[src/rtl/gemm_c_tile_writeback.sv]
// Buffers up to two GeMM result tiles and writes them one element per cycle to C SRAM.
// Optional macro GEMM_WB_SAT_EN: signed saturation when narrowing elements (otherwise truncation).
module gemm_c_tile_writeback #(
   parameter int OutDataWidth  = 32,
   parameter int OutWordWidth  = 32,
   parameter int AddrWidth     = 16,
   parameter int SizeAddrWidth = 8,
   parameter int M             = 4,
   parameter int N             = 4
) (
   input  logic                             clk_i,
   input  logic                             rst_ni,
   input  logic                             tile_valid_i,
   output logic                             tile_ready_o,
   input  logic [AddrWidth-1:0]             tile_addr_i,
   input  logic [OutDataWidth*M*N-1:0]      tile_data_i,
   input  logic [SizeAddrWidth-1:0]         N_size_i,
   output logic [AddrWidth-1:0]             mem_addr_o,
   output logic [OutWordWidth-1:0]          mem_wdata_o,
   output logic                             mem_we_o,
   input  logic                             mem_gnt_i,
   output logic                             busy_o,
   output logic                             drop_o
);

   localparam int TileW = OutDataWidth * M * N;
   localparam int Elems = M * N;
   localparam int EW    = (Elems > 1) ? $clog2(Elems) : 1;
   localparam int MW    = (M > 1) ? $clog2(M) : 1;
   localparam int NW    = (N > 1) ? $clog2(N) : 1;

`ifdef GEMM_WB_SAT_EN
   localparam logic [OutDataWidth-1:0] SatMax =
      {{(OutDataWidth-OutWordWidth+1){1'b0}}, {(OutWordWidth-1){1'b1}}};
   localparam logic [OutDataWidth-1:0] SatMin =
      {{(OutDataWidth-OutWordWidth+1){1'b1}}, {(OutWordWidth-1){1'b0}}};
`endif

   typedef enum logic {IDLE, DRAIN} state_e;

   state_e                   state_q;
   logic [TileW-1:0]         data_q   [2];
   logic [AddrWidth-1:0]     base_q   [2];
   logic [SizeAddrWidth-1:0] stride_q [2];
   logic                     wr_ptr_q;
   logic                     rd_ptr_q;
   logic [1:0]               count_q;
   logic                     drop_q;
   logic [MW-1:0]            m_q;
   logic [NW-1:0]            n_q;
   logic [EW-1:0]            e_q;
   logic [AddrWidth-1:0]     row_off_q;

   logic                     push;
   logic                     pop;
   logic                     grant;
   logic                     draining;
   logic                     last_col;
   logic                     last_row;
   logic [OutDataWidth-1:0]  elem;

   function automatic logic [OutWordWidth-1:0] narrow(input logic [OutDataWidth-1:0] v);
`ifdef GEMM_WB_SAT_EN
      if ($signed(v) > $signed(SatMax)) return SatMax[OutWordWidth-1:0];
      else if ($signed(v) < $signed(SatMin)) return SatMin[OutWordWidth-1:0];
      else return v[OutWordWidth-1:0];
`else
      return v[OutWordWidth-1:0];
`endif
   endfunction

   // Ready depends only on registered occupancy so the producer sees no combinational path.
   assign tile_ready_o = (count_q != 2'd2);
   assign push         = tile_valid_i & tile_ready_o;
   assign draining     = (state_q == DRAIN);
   assign grant        = draining & mem_gnt_i;
   assign last_col     = (n_q == NW'(N-1));
   assign last_row     = (m_q == MW'(M-1));
   assign pop          = grant & last_col & last_row;

   assign elem         = data_q[rd_ptr_q][int'(e_q)*OutDataWidth +: OutDataWidth];
   assign mem_we_o     = draining;
   assign mem_addr_o   = draining ? (base_q[rd_ptr_q] + row_off_q + AddrWidth'(n_q)) : '0;
   assign mem_wdata_o  = draining ? narrow(elem) : '0;
   assign busy_o       = (count_q != 2'd0) | draining;
   assign drop_o       = drop_q;

   always_ff @(posedge clk_i or negedge rst_ni) begin
      if (!rst_ni) begin
         state_q   <= IDLE;
         for (int i = 0; i < 2; i++) begin
            data_q[i]   <= '0;
            base_q[i]   <= '0;
            stride_q[i] <= '0;
         end
         wr_ptr_q  <= 1'b0;
         rd_ptr_q  <= 1'b0;
         count_q   <= 2'd0;
         drop_q    <= 1'b0;
         m_q       <= '0;
         n_q       <= '0;
         e_q       <= '0;
         row_off_q <= '0;
      end else begin
         if (push) begin
            data_q[wr_ptr_q]   <= tile_data_i;
            base_q[wr_ptr_q]   <= tile_addr_i;
            stride_q[wr_ptr_q] <= N_size_i;
            wr_ptr_q           <= ~wr_ptr_q;
         end
         if (pop) rd_ptr_q <= ~rd_ptr_q;
         count_q <= count_q + {1'b0, push} - {1'b0, pop};
         // Producer cannot stall, so an offer while full is lost and remembered until reset.
         if (tile_valid_i && !tile_ready_o) drop_q <= 1'b1;

         case (state_q)
            IDLE: begin
               // A tile being captured this edge is already the FIFO head, so drain starts next cycle.
               if (count_q != 2'd0 || push) state_q <= DRAIN;
            end
            DRAIN: begin
               if (grant) begin
                  if (last_col) begin
                     n_q <= '0;
                     if (last_row) begin
                        m_q       <= '0;
                        e_q       <= '0;
                        row_off_q <= '0;
                        if (count_q == 2'd1 && !push) state_q <= IDLE;
                     end else begin
                        m_q       <= m_q + 1'b1;
                        e_q       <= e_q + 1'b1;
                        row_off_q <= row_off_q + AddrWidth'(stride_q[rd_ptr_q]);
                     end
                  end else begin
                     n_q <= n_q + 1'b1;
                     e_q <= e_q + 1'b1;
                  end
               end
            end
            default: state_q <= IDLE;
         endcase
      end
   end

endmodule

[config.mk]
export PLATFORM = sky130hd
export DESIGN_NAME = gemm_c_tile_writeback
export DESIGN_NICKNAME = d
export VERILOG_FILES = /design/src/rtl/gemm_c_tile_writeback.sv
export SDC_FILE = /design/constraint.sdc
export NUM_CORES = 2
export LEC_CHECK = 0
export BUFFER_PORTS_ARGS = -buffer_cell sky130_fd_sc_hd__buf_2
export CAP_MARGIN = 15
export CORE_MARGIN = 10
export CORE_UTILIZATION = 63
export DETAILED_ROUTE_END_ITERATION = 10
export PLACE_DENSITY = 0.95
export SETUP_SLACK_MARGIN = 0.3
export SLEW_MARGIN = 25
export SYNTH_ARGS = -nofsm -noshare
export SYNTH_HDL_FRONTEND = slang
export SYNTH_SLANG_ARGS = --single-unit
[constraint.sdc]
create_clock -name clk_i -period 7 [get_ports clk_i]
set_clock_uncertainty 0.15 [all_clocks]
set_input_delay 1.05 -clock clk_i [delete_from_list [all_inputs] [get_ports clk_i]]
set_output_delay 1.05 -clock clk_i [all_outputs]
set_load 0.01 [all_outputs]
==> flow_metrics.tcl <==
set metrics [dict create \
    initial_util_pct 63.7 \
    synth.ff_latch_count 1102 \
    synth_flop_cell "sky130_fd_sc_hd__dfrtp_1" \
    timing_max_transition_violations_final 0 \
    timing.critical_path.fanout_max 32 \
    netlist-cell-type-count 52 \
    design.die.area_sq_um 91900 \
    layout.cells.most_common "sky130_fd_sc_hd__mux2_2" \
    io_pins 592 \
    finalCoreUtilization_pct 73.7 \
    grt_pass1_vias 34600 \
    numnets_final 4293 \
    drt-vias-per-instance 6.48 \
    total_detailed_routing_wirelength_um 148000 \
    power_leakage_nw 24.9 \
    most-common-layout-cells "sky130_fd_sc_hd__mux2_2, sky130_fd_sc_hd__dfrtp_1, sky130_fd_sc_hd__buf_2" \
    vias_after_detailed_routing 32100 \
    hpwl_um 101000 \
    seq_area_frac_synth_pct 54.6 \
    library_cell_occupying_the_most_area_in_the_post_synthesis_netlist "sky130_fd_sc_hd__dfrtp_1" \
    fmaxAchievable_mhz 184 \
    dieWidth_um 303 \
    cts_made_buffers 110 \
    die_y_um 303 \
    area_delta_synth_final_pct 15.6 \
    n_fill_cell 4536 \
    netlist_top_cells_area "sky130_fd_sc_hd__dfrtp_1, sky130_fd_sc_hd__mux2_2, sky130_fd_sc_hd__mux4_2, sky130_fd_sc_hd__ha_1, sky130_fd_sc_hd__buf_2" \
    post-layout-total-power_mw 30.9 \
    avgSynthCellArea_sq_um 15.9 \
    timing.setup.tns_ns 0 \
    setup.worst_path.class "reg -> out" \
    ant_nets 0 \
    required_ns 5.80 \
    clk_pin_slew_worst_paths_ns 0.07 \
    synth_fp_nets 3757 \
    grt.total_usage_pct 31.6 \
    timing.critical_path.to_type "primary output" \
    port_buffers 591 \
    multiInputGateArea_sq_um 21800 \
    postSynth.asyncResetShare_pct 100 \
    max_cap_violation_count 0 \
    setup.worst_path.start_class "flop" \
    cts_hold_buf 0 \
    timing.critical_path.arrival_ns 4.23 \
    tightestPinTransition_ns 0.983 \
    h-tree-depth 3 \
    coreArea_sq_um 79300 \
    area.sequential_sq_um 27600 \
    fraction_of_layout_instances_using_a_drive_strength_above_1_pct 58.9 \
    power.density_nw_per_um2 529 \
    globalRouteOverflowTotal 0 \
    hold_viol 0 \
    drtPass1Iterations 5 \
    wire_length_of_the_first_global_routing_pass_um 217000 \
    rows 103 \
    cts_num_sinks 1102 \
    run_status "completed" \
    maxSlewHeadroom_pct 34.5 \
    clk_latency_ns 0.67 \
    final-setup-viol-count 0 \
    pin_count_of_the_biggest_net_entering_global_routing 162 \
    tritoncts "built" \
    layout_min_cycle_time_ns 5.43 \
    synth.top_cell.area_share_pct 54.6 \
    unrepaired_setup_endpoints_after_global_routing "no" \
    timing.final.ws_setup_ns 1.57 \
    clock_path_buffers 3 \
    yosysWarningCount 0 \
    synth_enable_flop_cells 0 \
    vdd.ir_drop.worst_uv 292 \
    synth.cell_area_sq_um 50500 \
    wire_per_inst_um 29.9 \
    drt_drc_violations_left 0 \
    clock_tree.root_cell "sky130_fd_sc_hd__clkbuf_16" \
    antenna_found_initial 127 \
    final.period_utilization_pct 77.6 \
    postSynthCellCount 3173 \
    place.gp.congestion 0.871 \
    drt_iter0_markers 2766 \
    cts_resized 0 \
    cts_setup_buffers 0 \
    timing.hold.worst.class "in -> async" \
    preCtsSetupSlack_ns 2.21 \
]
power breakdown:
group | internal, mW | switching (mW) | leakage, nW
Combinational | 6.95 | 6.03 | 10.0
Sequential | 9.65 | 2.01 | 13.0
Clock | 3.60 | 2.62 | 1.86
Total | 20.2 | 10.7 | 24.9
state kept, by name, summed over array words and instances, names as in the netlist:
signal     flops
drop_o         1
m_q            2
e_q            4
wr_ptr_q       1
row_off_q     16
data_q      1024
n_q            2
base_q        32
mem_we_o       1
count_q        2
rd_ptr_q       1
stride_q      16
metrics by stage:
stage | instance area, sq um | std cells | hold slack [ns]
floorplan | 50500 | 3173 | 0.300
global route | 58300 | 4928 | 0.344
CTS | 58100 | 4851 | 0.328
finish | 58400 | 4958 | 0.308
detailed placement | 54300 | 4646 | 0.315
global placement | 54300 | 4646 | 0.303
Yosys cell counts, drive strengths merged (3+ instances only):
library cell  instances
mux2               1150
and2                  5
nand2b               10
clkbuf               78
o21ai                20
o31ai                 3
nand3                13
nor3                 10
dfrtp              1102
or4                   5
nor4                 27
nand2                41
or3                  10
o21a                  3
a21oi                31
nor2                 20
xnor2                11
ha                   40
xor2                  3
buf                 140
inv                   8
mux4                256
o22ai                59
nor2b                33
fa                    4
a211oi               38
a21o                  8
mux2i                12
nand3b                3
and3                  5
kinds of logic (layout without fill, tap and decap cells):
logic type	after synthesis	count (layout)	share of synthesized area (%)
AOI/OAI and AO/OA	179	179	2.32
xor gates and xnor gates	14	14	0.243
adders and majority gates	44	44	1.15
buffers and inverters	227	856	2.36
DFF	1102	1102	54.6
muxes	1418	1418	37.3
other	0	106	0
and+or+nand+nor	189	189	2.02
area by class of cell:
| cell class | count | area share (%) |
|---|---|---|
| flip-flops and latches | 1102 | 47.2 |
| inverters | 9 | 0.0578 |
| diodes | 106 | 0.454 |
| multi-input cells | 1844 | 37.3 |
| well taps | 1050 | 2.25 |
| clock inverters | 47 | 1.09 |
| clock buffers | 158 | 5.53 |
| repair buffers | 642 | 6.12 |
path summary, 6_finish.rpt:
| kind | from | endpoint | slack [ns] | cells past startpoint |
|---|---|---|---|---|
| max | rd_ptr_q$_DFFE_PN0P_ | mem_addr_o[13] | 1.57 | 10 |
| min | rst_ni | data_q[973]$_DFFE_PN0P_ | 0.31 | 1 |
| max reg2reg | rd_ptr_q$_DFFE_PN0P_ | row_off_q[12]$_DFFE_PN0P_ | 3.81 | 8 |
| min reg2reg | drop_o$_DFFE_PN0P_ | drop_o$_DFFE_PN0P_ | 0.33 | 1 |
| max in group asynchronous | rst_ni | data_q[677]$_DFFE_PN0P_ | 4.88 | 2 |
| min in group clk_i | drop_o$_DFFE_PN0P_ | drop_o$_DFFE_PN0P_ | 0.33 | 1 |
routing by layer:
metal / up-vias / wire (um) / track usage [%]
met3: 498 / 13300 / 7.70
met2: 1572 / 70700 / 49.8
li1: 13200 / - / -
met1: 16800 / 53700 / 39.5
met4: 50 / 10300 / 19.0
met5: - / 330 / 0
critical path: stages (launching register included):
cell	delay [ns]
sky130_fd_sc_hd__dfrtp_4	0.79
sky130_fd_sc_hd__mux2_2	0.41
sky130_fd_sc_hd__fa_1	0.43
sky130_fd_sc_hd__ha_1	0.23
sky130_fd_sc_hd__fa_1	0.49
sky130_fd_sc_hd__a21oi_1	0.21
sky130_fd_sc_hd__o211a_1	0.21
sky130_fd_sc_hd__nor2_1	0.09
sky130_fd_sc_hd__a221oi_1	0.32
sky130_fd_sc_hd__mux2i_1	0.21
sky130_fd_sc_hd__buf_2	0.15
Note: power is estimated with default switching activity, not from simulation.
